File: src/rtl/mem_stage_pkg.sv
// Shared CPU definitions: memory-op aluop encodings, MEM-stage FSM state type
// and small decode helpers used by the decode, EX and MEM stages.
package mem_stage_pkg;

    localparam logic [7:0] ALU_LB  = 8'b1110_0000;
    localparam logic [7:0] ALU_LH  = 8'b1110_0001;
    localparam logic [7:0] ALU_LW  = 8'b1110_0011;
    localparam logic [7:0] ALU_LBU = 8'b1110_0100;
    localparam logic [7:0] ALU_LHU = 8'b1110_0101;
    localparam logic [7:0] ALU_SB  = 8'b1110_1000;
    localparam logic [7:0] ALU_SH  = 8'b1110_1001;
    localparam logic [7:0] ALU_SW  = 8'b1110_1011;

    typedef enum logic [1:0] {
        ST_IDLE = 2'd0,
        ST_WAIT = 2'd1,
        ST_DONE = 2'd2
    } mem_state_e;

    function automatic logic is_load_op(input logic [7:0] op);
        return (op == ALU_LB) || (op == ALU_LBU) || (op == ALU_LH) ||
               (op == ALU_LHU) || (op == ALU_LW);
    endfunction

    function automatic logic is_store_op(input logic [7:0] op);
        return (op == ALU_SB) || (op == ALU_SH) || (op == ALU_SW);
    endfunction

endpackage

File: src/rtl/mem_stage_if.sv
// Data-bus bundle between the MEM stage (master) and the data memory (slave).
interface mem_stage_if;
    logic        dbus_req;
    logic        dbus_we;
    logic [3:0]  dbus_sel;
    logic [31:0] dbus_addr;
    logic [31:0] dbus_wdata;
    logic        dbus_ack;
    logic [31:0] dbus_rdata;

    modport master (
        output dbus_req, dbus_we, dbus_sel, dbus_addr, dbus_wdata,
        input  dbus_ack, dbus_rdata
    );

    modport slave (
        input  dbus_req, dbus_we, dbus_sel, dbus_addr, dbus_wdata,
        output dbus_ack, dbus_rdata
    );
endinterface

File: src/rtl/mem_load_align.sv
// Load data lane extraction (big-endian) with sign/zero extension to 32 bits.
module mem_load_align
    import mem_stage_pkg::*;
(
    input  logic [7:0]  aluop_i,
    input  logic [1:0]  addr_lo_i,
    input  logic [31:0] rdata_i,
    output logic [31:0] data_o
);

    logic [7:0]  byte_s;
    logic [15:0] half_s;

    // Lane pick: offset 0 is the most significant byte of the word.
    always_comb begin
        case (addr_lo_i)
            2'd0:    byte_s = rdata_i[31:24];
            2'd1:    byte_s = rdata_i[23:16];
            2'd2:    byte_s = rdata_i[15:8];
            2'd3:    byte_s = rdata_i[7:0];
            default: byte_s = 8'h00;
        endcase
        half_s = addr_lo_i[1] ? rdata_i[15:0] : rdata_i[31:16];
    end

    // Extension by load flavour.
    always_comb begin
        case (aluop_i)
            ALU_LB:  data_o = {{24{byte_s[7]}}, byte_s};
            ALU_LBU: data_o = {24'h000000, byte_s};
            ALU_LH:  data_o = {{16{half_s[15]}}, half_s};
            ALU_LHU: data_o = {16'h0000, half_s};
            ALU_LW:  data_o = rdata_i;
            default: data_o = 32'h0000_0000;
        endcase
    end

endmodule

File: src/rtl/mem_stage.sv
// MEM pipeline stage: issues data-bus accesses, stalls until ack, aligns loads.
// Optional MEM_ALIGN_CHECK_EN adds misaligned-access suppression and misalign_o.
module mem_stage
    import mem_stage_pkg::*;
(
    input  logic        clk,
    input  logic        rst,
    input  logic [5:0]  stall,
    input  logic [4:0]  mem_wd,
    input  logic        mem_wreg,
    input  logic [31:0] mem_wdata,
    input  logic        mem_whilo,
    input  logic [31:0] mem_hi,
    input  logic [31:0] mem_lo,
    input  logic [7:0]  mem_aluop,
    input  logic [31:0] mem_mem_addr,
    input  logic [31:0] mem_reg2,
    mem_stage_if.master dbus,
`ifdef MEM_ALIGN_CHECK_EN
    output logic        misalign_o,
`endif
    output logic [4:0]  wd_o,
    output logic        wreg_o,
    output logic [31:0] wdata_o,
    output logic        whilo_o,
    output logic [31:0] hi_o,
    output logic [31:0] lo_o,
    output logic        stallreq
);

    mem_state_e  state_q, state_d;
    logic [31:0] load_data_q, load_data_d;
    logic        load_op_s, store_op_s, mem_op_s, misalign_s, access_s;
    logic [3:0]  sel_s;
    logic [31:0] store_wdata_s, load_ext_s;
    logic        unused_stall_s;

    assign unused_stall_s = ^{stall[5:4], stall[2:0]};
    assign load_op_s  = is_load_op(mem_aluop);
    assign store_op_s = is_store_op(mem_aluop);
    assign mem_op_s   = load_op_s | store_op_s;
    // DONE means this held instruction already completed its single access.
    assign access_s   = mem_op_s & ~misalign_s & (state_q != ST_DONE);

`ifdef MEM_ALIGN_CHECK_EN
    // Halfwords need addr[0]=0, words need addr[1:0]=0.
    always_comb begin
        case (mem_aluop)
            ALU_LH, ALU_LHU, ALU_SH: misalign_s = mem_mem_addr[0];
            ALU_LW, ALU_SW:          misalign_s = |mem_mem_addr[1:0];
            default:                 misalign_s = 1'b0;
        endcase
    end
`else
    assign misalign_s = 1'b0;
`endif

    mem_load_align u_load_align (
        .aluop_i   (mem_aluop),
        .addr_lo_i (mem_mem_addr[1:0]),
        .rdata_i   (dbus.dbus_rdata),
        .data_o    (load_ext_s)
    );

    // Store byte-enables and lane-replicated write data.
    always_comb begin
        case (mem_aluop)
            ALU_LB, ALU_LBU, ALU_SB: sel_s = 4'b1000 >> mem_mem_addr[1:0];
            ALU_LH, ALU_LHU, ALU_SH: sel_s = mem_mem_addr[1] ? 4'b0011 : 4'b1100;
            ALU_LW, ALU_SW:          sel_s = 4'b1111;
            default:                 sel_s = 4'b0000;
        endcase
        case (mem_aluop)
            ALU_SB:  store_wdata_s = {4{mem_reg2[7:0]}};
            ALU_SH:  store_wdata_s = {2{mem_reg2[15:0]}};
            default: store_wdata_s = mem_reg2;
        endcase
    end

    // State and latched load data registers.
    always_ff @(posedge clk) begin
        if (rst) begin
            state_q     <= ST_IDLE;
            load_data_q <= 32'h0000_0000;
        end else begin
            state_q     <= state_d;
            load_data_q <= load_data_d;
        end
    end

    // Next state: an ack completes the access; a held pipe parks in DONE.
    always_comb begin
        state_d     = state_q;
        load_data_d = load_data_q;
        case (state_q)
            ST_IDLE, ST_WAIT: begin
                if (access_s && dbus.dbus_ack) begin
                    load_data_d = load_ext_s;
                    state_d     = stall[3] ? ST_DONE : ST_IDLE;
                end else if (access_s) begin
                    state_d = ST_WAIT;
                end else begin
                    state_d = ST_IDLE;
                end
            end
            ST_DONE: state_d = stall[3] ? ST_DONE : ST_IDLE;
            default: state_d = ST_IDLE;
        endcase
    end

    // Outputs: pass-through with load/store overrides; all zero in reset.
    always_comb begin
        wd_o            = 5'h00;
        wreg_o          = 1'b0;
        wdata_o         = 32'h0000_0000;
        whilo_o         = 1'b0;
        hi_o            = 32'h0000_0000;
        lo_o            = 32'h0000_0000;
        stallreq        = 1'b0;
        dbus.dbus_req   = 1'b0;
        dbus.dbus_we    = 1'b0;
        dbus.dbus_sel   = 4'b0000;
        dbus.dbus_addr  = 32'h0000_0000;
        dbus.dbus_wdata = 32'h0000_0000;
`ifdef MEM_ALIGN_CHECK_EN
        misalign_o      = rst ? 1'b0 : misalign_s;
`endif
        if (!rst) begin
            wd_o    = mem_wd;
            wreg_o  = mem_wreg & ~store_op_s & ~misalign_s;
            whilo_o = mem_whilo;
            hi_o    = mem_hi;
            lo_o    = mem_lo;
            if (load_op_s) begin
                wdata_o = (state_q == ST_DONE) ? load_data_q : load_ext_s;
            end else begin
                wdata_o = mem_wdata;
            end
            if (access_s) begin
                dbus.dbus_req   = 1'b1;
                dbus.dbus_we    = store_op_s;
                dbus.dbus_sel   = sel_s;
                dbus.dbus_addr  = {mem_mem_addr[31:2], 2'b00};
                dbus.dbus_wdata = store_wdata_s;
                stallreq        = ~dbus.dbus_ack;
            end else begin
                stallreq = 1'b0;
            end
        end else begin
            stallreq = 1'b0;
        end
    end

endmodule

File: src/flat_wrapper.sv
// flat-port wrapper written by rule: the top's interface ports become plain ports
module mem_stage_flat import mem_stage_pkg::*;
  (clk, rst, stall, mem_wd, mem_wreg, mem_wdata, mem_whilo, mem_hi, mem_lo, mem_aluop, mem_mem_addr, mem_reg2, wd_o, wreg_o, wdata_o, whilo_o, hi_o, lo_o, stallreq, dbus_dbus_req, dbus_dbus_we, dbus_dbus_sel, dbus_dbus_addr, dbus_dbus_wdata, dbus_dbus_ack, dbus_dbus_rdata);
  mem_stage_if dbus_i ();
  input  logic clk;
  input  logic rst;
  input  logic [5:0] stall;
  input  logic [4:0] mem_wd;
  input  logic mem_wreg;
  input  logic [31:0] mem_wdata;
  input  logic mem_whilo;
  input  logic [31:0] mem_hi;
  input  logic [31:0] mem_lo;
  input  logic [7:0] mem_aluop;
  input  logic [31:0] mem_mem_addr;
  input  logic [31:0] mem_reg2;
  output logic [4:0] wd_o;
  output logic wreg_o;
  output logic [31:0] wdata_o;
  output logic whilo_o;
  output logic [31:0] hi_o;
  output logic [31:0] lo_o;
  output logic stallreq;
  output wire logic [$bits(dbus_i.dbus_req)-1:0] dbus_dbus_req;
  output wire logic [$bits(dbus_i.dbus_we)-1:0] dbus_dbus_we;
  output wire logic [$bits(dbus_i.dbus_sel)-1:0] dbus_dbus_sel;
  output wire logic [$bits(dbus_i.dbus_addr)-1:0] dbus_dbus_addr;
  output wire logic [$bits(dbus_i.dbus_wdata)-1:0] dbus_dbus_wdata;
  input wire logic [$bits(dbus_i.dbus_ack)-1:0] dbus_dbus_ack;
  input wire logic [$bits(dbus_i.dbus_rdata)-1:0] dbus_dbus_rdata;
  assign dbus_dbus_req = dbus_i.dbus_req;
  assign dbus_dbus_we = dbus_i.dbus_we;
  assign dbus_dbus_sel = dbus_i.dbus_sel;
  assign dbus_dbus_addr = dbus_i.dbus_addr;
  assign dbus_dbus_wdata = dbus_i.dbus_wdata;
  assign dbus_i.dbus_ack = dbus_dbus_ack;
  assign dbus_i.dbus_rdata = dbus_dbus_rdata;
  mem_stage u_core (.clk(clk), .rst(rst), .stall(stall), .mem_wd(mem_wd), .mem_wreg(mem_wreg), .mem_wdata(mem_wdata), .mem_whilo(mem_whilo), .mem_hi(mem_hi), .mem_lo(mem_lo), .mem_aluop(mem_aluop), .mem_mem_addr(mem_mem_addr), .mem_reg2(mem_reg2), .dbus(dbus_i), .wd_o(wd_o), .wreg_o(wreg_o), .wdata_o(wdata_o), .whilo_o(whilo_o), .hi_o(hi_o), .lo_o(lo_o), .stallreq(stallreq));
endmodule
File: config.mk
export PLATFORM = sky130hd
export DESIGN_NAME = mem_stage_flat
export DESIGN_NICKNAME = d
export VERILOG_FILES = /design/src/rtl/mem_stage_pkg.sv /design/src/rtl/mem_stage_if.sv /design/src/rtl/mem_load_align.sv /design/src/rtl/mem_stage.sv /design/src/flat_wrapper.sv
export SDC_FILE = /design/constraint.sdc
export NUM_CORES = 1
export LEC_CHECK = 0
export ABC_AREA = 0
export CELL_PAD_IN_SITES_DETAIL_PLACEMENT = 1
export CELL_PAD_IN_SITES_GLOBAL_PLACEMENT = 1
export CORE_ASPECT_RATIO = 0.75
export CORE_MARGIN = 1
export CORE_UTILIZATION = 20
export CTS_CLUSTER_DIAMETER = 80
export DETAILED_ROUTE_END_ITERATION = 10
export GPL_TIMING_DRIVEN = 0
export PLACE_DENSITY = 0.88
export SYNTH_ARGS = -nofsm -noshare
export SYNTH_HDL_FRONTEND = slang
export SYNTH_SLANG_ARGS = --single-unit
File: constraint.sdc
create_clock -name clk -period 3.4 [get_ports clk]
set_input_delay 0.68 -clock clk [delete_from_list [all_inputs] [get_ports clk]]
set_output_delay 0.68 -clock clk [all_outputs]
set_load 0.1 [all_outputs]
==> results of run 1 <==
-- stage by stage --
stage                     instance area, um^2  TNS, ps
after detailed placement                 8940  -146710
after global placement                   8940  -140240
after floorplan                          4840    -5540
final                                    9760        0
after CTS                                9650    -67.5
after global routing                     9760     -119
-- cell families (layout without fill, tap and decap cells) --
logic type	count (synthesis)	count (layout)	share of synthesized area [%]
AND/OR/NAND/NOR	255	255	33.9
other	1	2	0.0917
flip-flops	34	34	16.6
AO/OA/AOI/OAI	153	153	29.8
multiplexers	40	40	12.4
buffers and inverters	69	485	7.25
-- how the worst max path moves through the flow --
stage                               start     endpoint  slack (ps)  cells past startpoint
after CTS                    mem_aluop[4]  wdata_o[29]         -40                      8
after detailed placement     mem_aluop[6]  wdata_o[25]       -1680                      8
final                        mem_aluop[4]  wdata_o[25]          30                      9
after floorplan           mem_mem_addr[1]  wdata_o[10]        -310                      5
after global routing         mem_aluop[4]  wdata_o[25]         -30                      9
after global placement       mem_aluop[6]  wdata_o[23]       -1630                      8
-- state kept, by name (all words and copies together) (netlist names) --
signal,flops
u_core.state_q,2
u_core.load_data_q,32
-- worst max-delay path, stage by stage --
cell and delay, ps:
clkdlybuf4s50_1 420, nand4b_4 250, buf_4 200, nor3_4 170
buf_6 160, clkbuf_4 180, nand2_1 100, a221oi_4 300
buf_12 220
-- layout make-up --
type                    instances  area, um^2
fillers                      2236        9950
repair buffers                412        4160
multi-input cells             450        3990
flip-flops and latches         34         681
plain buffers                  59         418
well taps                     253         317
clock buffers                   5         125
clock inverters                 3        40.0
inverters                       6        26.3
-- layout by cell type (no fill, tap or decap), types with 10 or more instances in the layout --
master and instances:
clkdlybuf4s50_1 214, nor2b_1 74, buf_4 72, nand2_1 58, and3_1 39, dlygate4sd2_1 38, dfxtp_1 34, buf_6 32
mux2i_1 27, nor2_1 23, clkbuf_1 21, buf_12 21, dlymetal6s2s_1 20, o2bb2ai_1 19, a221oi_4 18, nand3_1 16
a221o_1 16, buf_2 14, a211oi_4 13, o21ai_1 13, clkbuf_2 12, nor2_2 10
-- layer usage --
layer / wire [um] / GRT usage, % / up-vias
met1: 11300 / 30.4 / 3140
met5: 0 / 0 / -
li1: - / - / 2877
met3: 2080 / 5.81 / 40
met2: 14300 / 47.0 / 344
met4: 518 / 5.94 / 0
-- power by group --
group	switching (W)	leakage, nW	internal (W)
logic	0.000873	3.84	0.000485
clock network	0.000183	0.0836	0.000343
registers	0.000000986	0.274	0.000400
total	0.00106	4.20	0.00123
-- what timing repair did --
item / 4_1_cts / 5_1_grt
resized for setup: 802 / 74
pin swaps: 10 / 11
endpoints found under the setup margin: 134 / 126
gates cloned: 2 / 1
endpoints found under the hold margin: 0 / 0
setup buffers: 26 / 6
==> run_results.csv, run 1 <==
group,metric,value,unit
run_status,status,"finished clean",
floorplan,dieArea,21000,um^2
detailed_routing,drt-initial-drc-count,358,
yosys,synth_area_leaders,"dfxtp_1, nor2b_1, mux2i_1",
sta,rsz0062_at_grt,"true",
place,dp_slack,-1680,ps
power_and_ir_drop,ir_worst_vdd,0.157,mV
worst_hold_path,hold_path_startpoint,"u_core.load_data_q[0]",
clock_network,root_buffer,"clkbuf_16",
global_route,grt_use_total,25.7,%
sta,tightestPinTransition,1000,ps
yosys,ys_ff_latch,34,
worst_setup_path,r2r-end,"u_core.load_data_q[23]",
yosys,synth_top_cell_by_area,"dfxtp_1",
flow_run,maxCapViolations,0,
yosys,syn_area,4090,um^2
global_route,antenna_found_initial,0,
detailed_routing,dr_total_vias,6401,
cells_and_area,antennaDiodeCount,0,
worst_setup_path,reg2reg_setup_slack,960,ps
clock_network,cts_made_buffers,5,
place,portBuffers,378,
worst_hold_path,whs_endpoint,"u_core.load_data_q[0]",
sta,setup_viol_count_final,0,
detailed_routing,post_drt_via_cell_ratio,5.24,
sta,slew_viol_final,0,
power_and_ir_drop,powerDensity,234,nW/um^2
place,dp_hpwl,21800,um
cells_and_area,finalNetCount,1184,
yosys,synth-edff-count,0,
cells_and_area,drive_gt1_share,29.8,%
worst_hold_path,worstHoldPathCells,1,
clock_network,cts_buffer_depth,2,
worst_setup_path,path_max_fanout,5,
worst_setup_path,crit_required,2720,ps
worst_hold_path,hold_class,"reg2reg",
sta,clock_skew,3.03,ps
place,numPlacedInstances,1184,
cells_and_area,fin_util,49.5,%
power_and_ir_drop,p_total,0.00228,W
sta,hold_viol_final,0,
detailed_routing,wl_per_cell,23.1,um
yosys,synth_seq_area_share,16.6,%
yosys,synth_cells,552,
worst_setup_path,rr_worst_depth,5,
detailed_routing,dr.pass1.iters,5,
floorplan,die_w,167,um
sta,finalCritPeriodShare,99.1,%
floorplan,rows,44,
global_route,grt_remaining_overflow,0,
sta,max_clock_freq,0.297,GHz
global_route,grt_pass1_wl,41900,um
global_route,grt_max_degree,12,
clock_network,cts_tree,"yes",
place,place_congestion,0.889,
floorplan,top_level_ports,390,
detailed_routing,drc_errors,0,
detailed_routing,wl,28200,um
clock_network,path_clk_slew,60,ps
yosys,postSynth.asyncResetShare,0,%
worst_setup_path,cp-end-kind,"output port",
floorplan,core_area,19700,um^2
cells_and_area,area_delta_synth_final,139,%
cells_and_area,final_cell_count_no_fill,1222,
clock_network,clk_latency,280,ps
clock_network,htreeDepth,2,
clock_network,cts.sinks,34,
floorplan,die_y,126,um
clock_network,hold_buffers,0,
sta,fin_hold_ws,472,ps
worst_setup_path,rr_startpoint,"u_core.state_q[1]",
yosys,synth_top_area_share,16.6,%
sta,final.min_clock_period,3370,ps
worst_setup_path,critPathKind,"in2out",
sta,setup_ws,30.0,ps
power_and_ir_drop,power_leakage,4.20,nW
yosys,yosys_warnings,0,
yosys,synth_cell_types,56,
global_route,grt_pass1_vias,6916,
worst_setup_path,crit_arrival,2690,ps
detailed_routing,ant_nets,0,
yosys,synth.most_common_cell,"nor2b_1",
floorplan,start_util,20.8,%
yosys,synthFlopType,"dfxtp_1",
yosys,avgSynthCellArea,7.41,um^2
yosys,synthTopCellsByCount,"nor2b_1, nand2_1, clkbuf_1",
worst_setup_path,startpoint_type,"input port",
sta,slew_headroom,33.4,%
(Power assumes the default switching activity.)
==> run 2, diff against run 1 <==
--- a/config.mk
+++ b/config.mk
@@ -8,13 +8,12 @@
 export ABC_AREA = 0
 export CELL_PAD_IN_SITES_DETAIL_PLACEMENT = 1
 export CELL_PAD_IN_SITES_GLOBAL_PLACEMENT = 1
-export CORE_ASPECT_RATIO = 0.75
-export CORE_MARGIN = 1
-export CORE_UTILIZATION = 20
+export CORE_AREA = 2 2 151 153
 export CTS_CLUSTER_DIAMETER = 80
 export DETAILED_ROUTE_END_ITERATION = 10
+export DIE_AREA = 0 0 153 155
 export GPL_TIMING_DRIVEN = 0
-export PLACE_DENSITY = 0.88
+export PLACE_DENSITY = 0.83
 export SYNTH_ARGS = -nofsm -noshare
 export SYNTH_HDL_FRONTEND = slang
 export SYNTH_SLANG_ARGS = --single-unit
==> run 2 against run 1 <==
Global-route usage is 3.7 points lower. Clock-buffer cell count stayed put. Combinational power hardly changed. Via count is 2.3% lower. Cell area is 0.82% higher. Sequential share of layout area is 0.057 points lower. Clock power is 18% lower. Routed wire length is 0.89% lower. Largest cell class unchanged.
==> run_results.csv, run 2 (synthesis results as in run 1) <==
group,metric,value,unit
floorplan,dieArea,23700,um^2
cells_and_area,largest_reg_flops,32,
worst_hold_path,worstHoldPathCells,1,
detailed_routing,drc_errors,0,
sta,final.min_clock_period,3340,ps
power_and_ir_drop,p_int,0.00115,W
floorplan,start_util,18.4,%
sta,tns,0,ps
power_and_ir_drop,comb_power_share,61.9,%
cells_and_area,num-fill-cells,2533,
floorplan,rows,55,
place,portBuffers,378,
worst_setup_path,critPathKind,"in2out",
detailed_routing,wl_per_cell,22.3,um
power_and_ir_drop,ir_worst_vdd,0.173,mV
run_status,status,"finished clean",
global_route,grt_pass1_wl,40800,um
power_and_ir_drop,p_sw_share,47.6,%
detailed_routing,wl,28000,um
worst_hold_path,whs_endpoint,"u_core.load_data_q[0]",
detailed_routing,dr.pass1.iters,5,
place,dp_hpwl,22200,um
cells_and_area,reg.largest.list,"u_core.load_data_q x32, u_core.state_q x2",
global_route,grt_pass1_vias,6728,
sta,setup_viol_count_final,0,
power_and_ir_drop,powerDensity,222,nW/um^2
sta,hold_viol_final,0,
global_route,busiest_layer,"met2",
detailed_routing,dr_total_vias,6255,
cells_and_area,final_cell_count_no_fill,1255,
flow_run,maxCapViolations,0,
worst_setup_path,startpoint_type,"input port",
global_route,grt_remaining_overflow,0,
worst_hold_path,hold_path_startpoint,"u_core.load_data_q[0]",
global_route,groute.layer.met3.usage,6.52,%
power_and_ir_drop,clockPowerShare,19.8,%
clock_network,clk_latency,280,ps
clock_network,cts_tree,"yes",
cells_and_area,final_area,9840,um^2
sta,max_clock_freq,0.300,GHz
floorplan,core_area,22200,um^2
sta,rsz0062_at_grt,"true",
cells_and_area,top_register,"u_core.load_data_q",
global_route,grt_use_total,22.0,%
worst_hold_path,hold_class,"reg2reg",
sta,slew_viol_final,0,
cells_and_area,drive_gt1_share,30.7,%
global_route,grt_max_degree,11,
clock_network,root_buffer,"clkbuf_16",
power_and_ir_drop,power_leakage,4.29,nW
cells_and_area,mostFrequentLayoutCell,"clkdlybuf4s50_1",
clock_network,path_clk_slew,50,ps
sta,clock_skew,2.30,ps
sta,setup_ws,62.1,ps
sta,tightestPinTransition,1080,ps
global_route,met2_usage,38.7,%
floorplan,top_level_ports,390,
worst_setup_path,crit_required,2720,ps
place,place_congestion,0.849,
power_and_ir_drop,power_switching,0.00104,W
clock_network,cts_made_buffers,5,
worst_setup_path,r2r-end,"u_core.load_data_q[21]",
sta,fin_hold_ws,467,ps
detailed_routing,ant_nets,0,
clock_network,htreeDepth,2,
global_route,antenna_found_initial,3,
worst_setup_path,crit_arrival,2660,ps
detailed_routing,post_drt_via_cell_ratio,4.98,
cells_and_area,multi_input_area,4020,um^2
sta,slew_headroom,28.3,%
cells_and_area,area_delta_synth_final,141,%
detailed_routing,drt-initial-drc-count,236,
worst_setup_path,rr_worst_depth,5,
floorplan,die_y,155,um
worst_setup_path,path_max_fanout,10,
place,numPlacedInstances,1216,
worst_setup_path,reg2reg_setup_slack,1000,ps
clock_network,hold_buffers,0,
sta,finalCritPeriodShare,98.2,%
clock_network,cts_buffer_depth,2,
place,dp_slack,-1720,ps
floorplan,die_w,153,um
place,placed_area,8980,um^2
global_route,use_met1,26.8,%
cells_and_area,final-seq-area,681,um^2
power_and_ir_drop,p_seq_share,18.3,%
worst_setup_path,rr_startpoint,"u_core.state_q[1]",
cells_and_area,final_cell_mix,"clkdlybuf4s50_1, nor2b_1, nand2_1, buf_6, buf_4",
worst_setup_path,cp-end-kind,"output port",
cells_and_area,finalNetCount,1185,
clock_network,cts.sinks,34,
==> run 2: cell count changes in the layout (fill, tap and decap cells not counted), moves of 6 or more <==
cell,delta
o21ai_2,+7
clkdlybuf4s50_1,-12
o21ai_1,-6
dlymetal6s2s_1,+9
buf_4,-20
clkbuf_4,+11
buf_8,-9
buf_6,+21
==> run 2: routing by layer <==
| layer | part of all wire (%) | vias to the layer above |
|---|---|---|
| li1 | - | 2873 |
| met1 | 40 | 3050 |
| met2 | 50 | 292 |
| met3 | 8.3 | 36 |
| met4 | 1.8 | 4 |
| met5 | 0.097 | - |
==> run 2: worst max path at each step <==
stage / from / end / cells past startpoint
5_1_grt: u_core.state_q[1] / wdata_o[6] / 6
3_5_place_dp: mem_aluop[6] / wdata_o[23] / 8
3_3_place_gp: mem_aluop[6] / dbus_dbus_wdata[30] / 7
6_report: mem_aluop[4] / wdata_o[0] / 8
2_1_floorplan: mem_mem_addr[1] / wdata_o[10] / 5
4_1_cts: mem_aluop[5] / wdata_o[27] / 8
==> run 2: power by group through the flow <==
stage / Combinational, W / Sequential [W] / Clock (W)
6_report: 0.00135 / 0.000401 / 0.000432
3_3_place_gp: 0.00129 / 0.000409 / 0
4_1_cts: 0.00134 / 0.000401 / 0.000438
5_1_grt: 0.00140 / 0.000401 / 0.000456
2_1_floorplan: 0.000820 / 0.000409 / 0
3_5_place_dp: 0.00130 / 0.000410 / 0
==> run 2: repair_timing <==
| item | in CTS | in global routing |
|---|---|---|
| buffers inserted | 25 | 8 |
| setup endpoints to repair | 138 | 138 |
| cloned | 1 | 1 |
| resized for setup | 775 | 139 |
| pin swaps | 16 | 20 |
==> run 2: stage by stage <==
step           utilization, %  total power, W
4_1_cts                  42.7         0.00218
6_report                 44.3         0.00219
2_1_floorplan               -         0.00123
3_5_place_dp             40.4         0.00171
3_3_place_gp             40.4         0.00170
5_1_grt                  44.3         0.00226
==> run 2: layout make-up <==
class / instances / share of cell area (%)
diodes: 1 / 0.0254
plain buffers: 59 / 4.13
clock buffers: 5 / 1.27
clock inverters: 2 / 0.102
inverters: 6 / 0.267
multi-input cells: 450 / 40.8
flip-flops and latches: 34 / 6.92
well taps: 285 / 3.62
repair buffers: 413 / 42.8
==> run 2: critical path, stage by stage <==
cell             delay [ps]
clkdlybuf4s50_1         420
nand4b_4                260
a211oi_4                310
buf_6                   160
clkbuf_8                180
nand2_2                  50
o211ai_1                300
buf_6                   290
